**src/rtl/serial_subtractor_ctrl.sv**
```systemverilog
// serial_subtractor_ctrl: bit-serial A-B unit behind a start/done handshake.
// Operands are captured on start acceptance and processed LSB first, one bit
// per cycle, through two half subtractors with a registered borrow chain.
// Optional feature macro: SERIAL_SUB_OVF_EN adds the signed-overflow output ovf.

// Single-bit half subtractor: d = x - y, bo = borrow out.
module half_subtractor (
    input  logic x,
    input  logic y,
    output logic d,
    output logic bo
);
    assign d  = x ^ y;
    assign bo = ~x & y;
endmodule

module serial_subtractor_ctrl #(
    parameter int WIDTH = 8
) (
    input  logic             clk,
    input  logic             rst_n,
    input  logic             start,
    input  logic [WIDTH-1:0] a,
    input  logic [WIDTH-1:0] b,
    output logic             busy,
    output logic             done,
    output logic [WIDTH-1:0] diff,
    output logic             borrow_out
`ifdef SERIAL_SUB_OVF_EN
    ,
    output logic             ovf
`endif
);

    // Counter must hold 0..WIDTH-1; sized for WIDTH+1 values so WIDTH=1 still works.
    localparam int              CW   = $clog2(WIDTH + 1);
    localparam logic [CW-1:0]   LAST = CW'(WIDTH - 1);

    typedef enum logic [1:0] {
        IDLE = 2'd0,
        RUN  = 2'd1,
        DONE = 2'd2
    } state_t;

    state_t           state;
    logic [WIDTH-1:0] sa;
    logic [WIDTH-1:0] sb;
    logic [WIDTH-1:0] res;
    logic             brw;
    logic [CW-1:0]    cnt;

    logic             d0;
    logic             bo0;
    logic             d1;
    logic             bo1;
    logic             brw_next;
    logic [WIDTH-1:0] res_next;

`ifdef SERIAL_SUB_OVF_EN
    logic             a_msb;
    logic             b_msb;
`endif

    // First stage subtracts the current operand bits, second stage folds in
    // the borrow carried from the previous bit.
    half_subtractor hs0 (
        .x  (sa[0]),
        .y  (sb[0]),
        .d  (d0),
        .bo (bo0)
    );

    half_subtractor hs1 (
        .x  (d0),
        .y  (brw),
        .d  (d1),
        .bo (bo1)
    );

    assign brw_next = bo0 | bo1;

    // New result bit enters at the MSB; after WIDTH shifts bit 0 sits at the LSB.
    generate
        if (WIDTH == 1) begin : g_res_one
            assign res_next = d1;
        end else begin : g_res_many
            assign res_next = {d1, res[WIDTH-1:1]};
        end
    endgenerate

    // Control FSM, serial datapath registers and registered result outputs.
    always_ff @(posedge clk or negedge rst_n) begin
        if (!rst_n) begin
            state      <= IDLE;
            sa         <= '0;
            sb         <= '0;
            res        <= '0;
            brw        <= 1'b0;
            cnt        <= '0;
            busy       <= 1'b0;
            done       <= 1'b0;
            diff       <= '0;
            borrow_out <= 1'b0;
`ifdef SERIAL_SUB_OVF_EN
            a_msb      <= 1'b0;
            b_msb      <= 1'b0;
            ovf        <= 1'b0;
`endif
        end else begin
            case (state)
                IDLE: begin
                    done <= 1'b0;
                    if (start) begin
                        state <= RUN;
                        busy  <= 1'b1;
                        sa    <= a;
                        sb    <= b;
                        res   <= '0;
                        brw   <= 1'b0;
                        cnt   <= '0;
`ifdef SERIAL_SUB_OVF_EN
                        a_msb <= a[WIDTH-1];
                        b_msb <= b[WIDTH-1];
`endif
                    end
                end

                RUN: begin
                    sa  <= sa >> 1;
                    sb  <= sb >> 1;
                    res <= res_next;
                    brw <= brw_next;
                    cnt <= cnt + CW'(1);
                    if (cnt == LAST) begin
                        // Last bit: publish the completed result in the same edge.
                        state      <= DONE;
                        busy       <= 1'b0;
                        done       <= 1'b1;
                        diff       <= res_next;
                        borrow_out <= brw_next;
`ifdef SERIAL_SUB_OVF_EN
                        ovf        <= (a_msb != b_msb) & (res_next[WIDTH-1] != a_msb);
`endif
                    end
                end

                DONE: begin
                    // Start is ignored here; the requester must hold or re-issue it.
                    state <= IDLE;
                    done  <= 1'b0;
                end

                default: begin
                    state <= IDLE;
                    busy  <= 1'b0;
                    done  <= 1'b0;
                end
            endcase
        end
    end

endmodule

```
**config.mk**
```make
export PLATFORM = sky130hd
export DESIGN_NAME = serial_subtractor_ctrl
export DESIGN_NICKNAME = d
export VERILOG_FILES = /design/src/rtl/serial_subtractor_ctrl.sv
export SDC_FILE = /design/constraint.sdc
export NUM_CORES = 1
export LEC_CHECK = 0
export ABC_AREA = 1
export BUFFER_PORTS_ARGS = -buffer_cell sky130_fd_sc_hd__buf_2
export CAP_MARGIN = 20
export CORE_MARGIN = 10
export CORE_UTILIZATION = 49
export DETAILED_ROUTE_END_ITERATION = 6
export PLACE_DENSITY = 0.85
export SETUP_SLACK_MARGIN = 0.02
export SLEW_MARGIN = 10
export SYNTH_ARGS = -nofsm -noshare
export SYNTH_HDL_FRONTEND = slang
export SYNTH_HIERARCHICAL = 1
export SYNTH_SLANG_ARGS = --single-unit
export TNS_END_PERCENT = 10
```
**constraint.sdc**
```tcl
create_clock -name clk -period 1.7 [get_ports clk]
set_clock_uncertainty 0.2 [all_clocks]
set_input_delay 0.255 -clock clk [delete_from_list [all_inputs] [get_ports clk]]
set_output_delay 0.255 -clock clk [all_outputs]
set_load 0.02 [all_outputs]
```
# After elaboration in Yosys (flattened, before gate mapping)
# Cells that the tools add are included.
[word_totals]
output_inout_bits = 11
word_cells = 48
regBits = 42
[op_classes]
addsub = 1
bitwise = 8
n_reduce_logical = 6
n_mux = 18
eq_ne = 5
[op_table]
columns = ["op", "count"]
rows = [
  ["one-hot mux 8 bit (2 select lines)", 3],
  ["2-to-1 mux 8 bit", 3],
  ["one-hot mux 4 bit (2 select lines)", 1],
  ["AND reduction 2 bit", 3],
  ["2-to-1 mux 1 bit", 5],
  ["adder 4 x 1 -> 4 bit (second input constant)", 1],
  ["== test 4 x 3 -> 1 bit (second input constant)", 1],
  ["2-to-1 mux 2 bit", 2],
  ["2-to-1 mux 4 bit", 1],
  ["inequality test 2 bit (second input constant)", 2],
  ["one-hot mux 2 bit (2 select lines)", 1],
  ["NOT 1 bit", 3],
  ["one-hot mux 1 bit (3 select lines)", 1],
  ["AND reduction 3 bit", 1],
  ["bitwise AND 1 bit", 2],
  ["== test 2 x 1 -> 1 bit (second input constant)", 1],
  ["== test 2 bit (second input constant)", 1],
  ["zero test 2 bit", 1],
  ["one-hot mux 1 bit (2 select lines)", 1],
  ["nonzero test 2 bit", 1],
  ["XOR 1 bit", 2],
  ["bitwise OR 1 bit", 1],
]

# Depth between registers and ports, before layout
[depth]
word_depth = 5
mapped_depth = 8

# Cells and area by module
# Netlist, hierarchy kept.
[by_module_without_submodules]
columns = ["mod", "instances", "cells_per_inst", "area_each_um2", "seq_area_each_um2"]
rows = [
  ["serial_subtractor_ctrl", 1, 203, 1781.7, 1026.0],
  ["half_subtractor", 2, 3, 20.0, 0.0],
]

# Worst setup path after synthesis
# Ideal clock, no wire load.
[synth_path]
path_kind = "reg-to-reg"
from = "reg sb[0]"
to = "reg borrow_out"
path_stages_with_launch = 8
setup_ps = 117
t_arrival_ps = 1281
slack_ps = 102
path_cell_list = "dfrtp_1 ha_1 inv_1 inv_1 ha_1 or2_2 nand3_1 nand2_1"
[synth_via]
elab_chain_cells = 4
elab_cells_between_ends = 5
classes_between = "bitwise (5)"
[synth_rtl]
columns = ["element", "line", "rtl"]
rows = [
  ["start: declaration", "47", "logic [WIDTH-1:0] sb;"],
  ["start signal: assignment", "130", "sb <= sb >> 1;"],
  ["XOR 1 bit", "13", "assign d = x ^ y;"],
  ["named net d0", "52", "logic d0;"],
  ["NOT 1 bit", "14", "assign bo = ~x & y;"],
  ["bitwise AND 1 bit", "14", ""],
  ["named net bo1", "55", "logic bo1;"],
  ["bitwise OR 1 bit", "80", "assign brw_next = bo0 | bo1;"],
  ["end signal: assignment", "140", "borrow_out <= brw_next;"],
  ["end: declaration", "28", "output logic borrow_out"],
]
# The timed path passes the listed nets, and every way through them passes these cells.
# A chain may end at the register's enable or synchronous reset.

# Worst setup path in the final report
[layout_path]
from = "reg sa[0]"
to = "reg borrow_out"
[layout_via]
elab_chain_cells = 4
elab_cells_between_ends = 6
classes_between = "bitwise (6)"
[layout_rtl]
columns = ["element", "line", "rtl"]
rows = [
  ["start: declaration", "46", "logic [WIDTH-1:0] sa;"],
  ["start signal: assignment", "129", "sa <= sa >> 1;"],
  ["XOR 1 bit", "13", ""],
  ["named net d0", "52", ""],
  ["NOT 1 bit", "14", ""],
  ["bitwise AND 1 bit", "14", ""],
  ["named net bo1", "55", ""],
  ["bitwise OR 1 bit", "80", ""],
]
# The timed path passes the listed nets, and every way through them passes these cells.

==> qor.yml <==
outcome: "complete, no violations"
crit_path_end_kind: "register"
gp_congestion: 0.7467
cp_cell_sequence: "inv_1, ha_1, inv_1, inv_1, ha_1, or2_4, nand3_2, nand2_1"
timing.final.crit_period_ns: 1.592
critPathTopFamily: "adder cells"
r2r_start: "sa[0]"
cts_buffers: 5
finalCritPeriodShare: 0.9365
diodes: 0
hold_viol: 0
synth_area_um2: 1822
die_x_um: 80.98
power_density_nw_per_um2: 1696
ys_top_cells_by_area: "dfrtp_1 56%, nand2_1 16%, nand3_1 15%, buf_6 2.5%, ha_1 2.1%"
drt_wl_total_um: 4152
numPortBuffers: 29
finalSetupViolCount: 0
p_switching_mw: 1.581
final_area_um2: 2268
drt_iter0_markers: 149
setup_tns_ns: 0
yosys_warnings: 6
yosysTopAreaCell: "dfrtp_1"
remaining_drc_errors: 0
dpl.cell_count: 281
min_path_type: "primary input to register"
ir_drop_mv: 0.8906
track_usage: 0.1379
die_area_um2: 6557
slowest_delay_ns: 0.35
via_count: 1541
antenna_found_initial: 0
synth-edff-count: 0
tightestPinTransition_ns: 0.5292
rrSetupSlack_ns: 0.11
clk_pin_slew_ns: 0.08
syn_inst: 209
stdcell_count: 307
clkSinkCount: 41
synth_top_area_share: 0.5632
grt_pass1_wl_um: 7210
cp.required_ns: 1.70
overflow: 0
drtAntennaViolNets: 0
power_leakage_nw: 1.219
grt_start_max_net_pins: 42
core_area_um2: 3633
firstDrtPassIters: 4
synth_common_cells: "78 x nand2_1, 55 x nand3_1, 41 x dfrtp_1"
p_comb_frac: 0.401
p_seq_frac: 0.435
clockRootBuffer: "clkbuf_8"
placementRows: 22
path_buf_inv: 3
post_drt_wl_per_cell_um: 13.52
syn_to_final_growth_pct: 24.52
synth_cell_types: 18
path_max_fanout: 2
p_sw_frac: 0.4110
drive_gt1_frac: 0.2008
io_pins: 30
min_path_cells: 3
place_area_um2: 1997
yosysSeqAreaShare: 0.5632
rsz0062_at_grt: "yes"
grt_pass1_vias: 1655
slew_headroom: 0.6472
maxCapViolCount: 0
startpoint_type: "register"
cp_common_cell: "inv_1"
final.setup.worst_slack_ns: 0.1080
fp.dieH_um: 80.98
ys.flop_type: "dfrtp_1"
start_util: 0.5014
layout.nets: 280
whs_ns: 0.1052
rr_endpoint: "borrow_out"
clkLatencyLatePin_ns: 0.30
cts_tree: "built"
clkPwrFrac: 0.164
hold_path_end: "state[0]"
cp.arrival_ns: 1.59
max_freq_mhz: 628.1
synth_seq_cells: 41
post-synth-top-count-cell: "nand2_1"
worstHoldStart: "start"
critPathSlowestCell: "dfrtp_1"
htreeDepth: 2
reg2reg_depth: 8
async_flop_share: 1.000
routed_via_density: 5.020
avgSynthCellArea_um2: 8.716
slew_violations: 0
internal-power_mw: 2.267
synth_nets: 231
cts_buffer_depth: 2
hpwl_um: 2465
worstSetupPathType: "register to register"
post-place-ws_ns: 0.03127
routing by layer:
layer	global-route usage	routed length, µm	up-vias
met3	0.05740	337	11
met1	0.1517	1703	716
met2	0.2341	2029	46
met5	0	0	-
li1	-	-	768
met4	0.05017	82	0
kinds of logic after synthesis:
logic type                 after synthesis  share of synthesized area
adders and majority gates                3                    0.02061
DFF                                     41                     0.5632
AOI/OAI and AO/OA                        2                   0.005495
buffers and inverters                   21                    0.06662
and+or+nand+nor                        142                     0.3441
worst max path at each step:
| stage | slack (ns) | from | depth (start not counted) | to |
|---|---|---|---|---|
| 6_report | 0.11 | sa[0] | 8 | borrow_out |
| 5_1_grt | 0.01 | sa[0] | 8 | brw |
| 4_1_cts | 0.03 | sb[0] | 7 | borrow_out |
| 3_5_place_dp | 0.03 | sb[0] | 7 | borrow_out |
| 3_3_place_gp | 0.09 | sb[0] | 7 | borrow_out |
| 2_1_floorplan | 0.10 | sb[0] | 7 | borrow_out |
stage by stage:
stage | total power, mW | util
2_1_floorplan | 2.762 | -
3_3_place_gp | 3.101 | 0.5496
3_5_place_dp | 3.178 | 0.5496
4_1_cts | 3.856 | 0.6216
5_1_grt | 4.203 | 0.6243
6_report | 3.848 | 0.6243
worst min-delay path, delay by kind of cell:
| kind | cells | cell delay (ns) |
|---|---|---|
| and+or+nand+nor | 2 | 0.19 |
| buffers and inverters | 1 | 0.12 |
final cells by class:
type | count | area, µm²
clock buffer | 5 | 68.82
timing repair buffer | 52 | 372.9
inverter | 11 | 41.29
tap | 48 | 60.06
multi-input combinational | 147 | 681.9
clock inverter | 3 | 17.52
fill | 343 | 1365
sequential | 41 | 1026
timing repair:
item / 4_1_cts / 5_1_grt
endpoints found under the setup margin: 1 / 2
pin swaps: 0 / 1
hold buffers: 17 / 0
resized for setup: 1 / 1
endpoints found under the hold margin: 57 / 0
setup buffers: 0 / 1
registers in the layout, summed over array words and instances (netlist names):
register	flops
diff	8
sa	8
sb	8
res	7
cnt	4
state	2
borrow_out	1
brw	1
busy	1
done	1
placed cells by master, fill, tap and decap left out:
cell / n
nand3_2: 1
clkinv_2: 2
buf_12: 1
nand3_1: 54
clkinvlp_4: 1
nand2_4: 1
inv_1: 8
nand4_1: 1
nand2_1: 78
nor2_2: 1
dlygate4sd3_1: 17
or2_4: 1
nor2_4: 1
o21ai_0: 2
buf_4: 5
ha_1: 3
dfrtp_1: 41
clkbuf_8: 5
inv_2: 3
nand2_2: 1
nor2_1: 3
buf_2: 29
power by group through the flow:
stage / clock (mW) / combinational [mW] / sequential [mW]
floorplan: 0 / 0.965 / 1.80
global placement: 0 / 1.44 / 1.66
detailed placement: 0 / 1.49 / 1.69
CTS: 0.645 / 1.54 / 1.67
global route: 0.681 / 1.78 / 1.74
finish: 0.632 / 1.54 / 1.67
No activity file was read; power rests on OpenSTA's default activity.
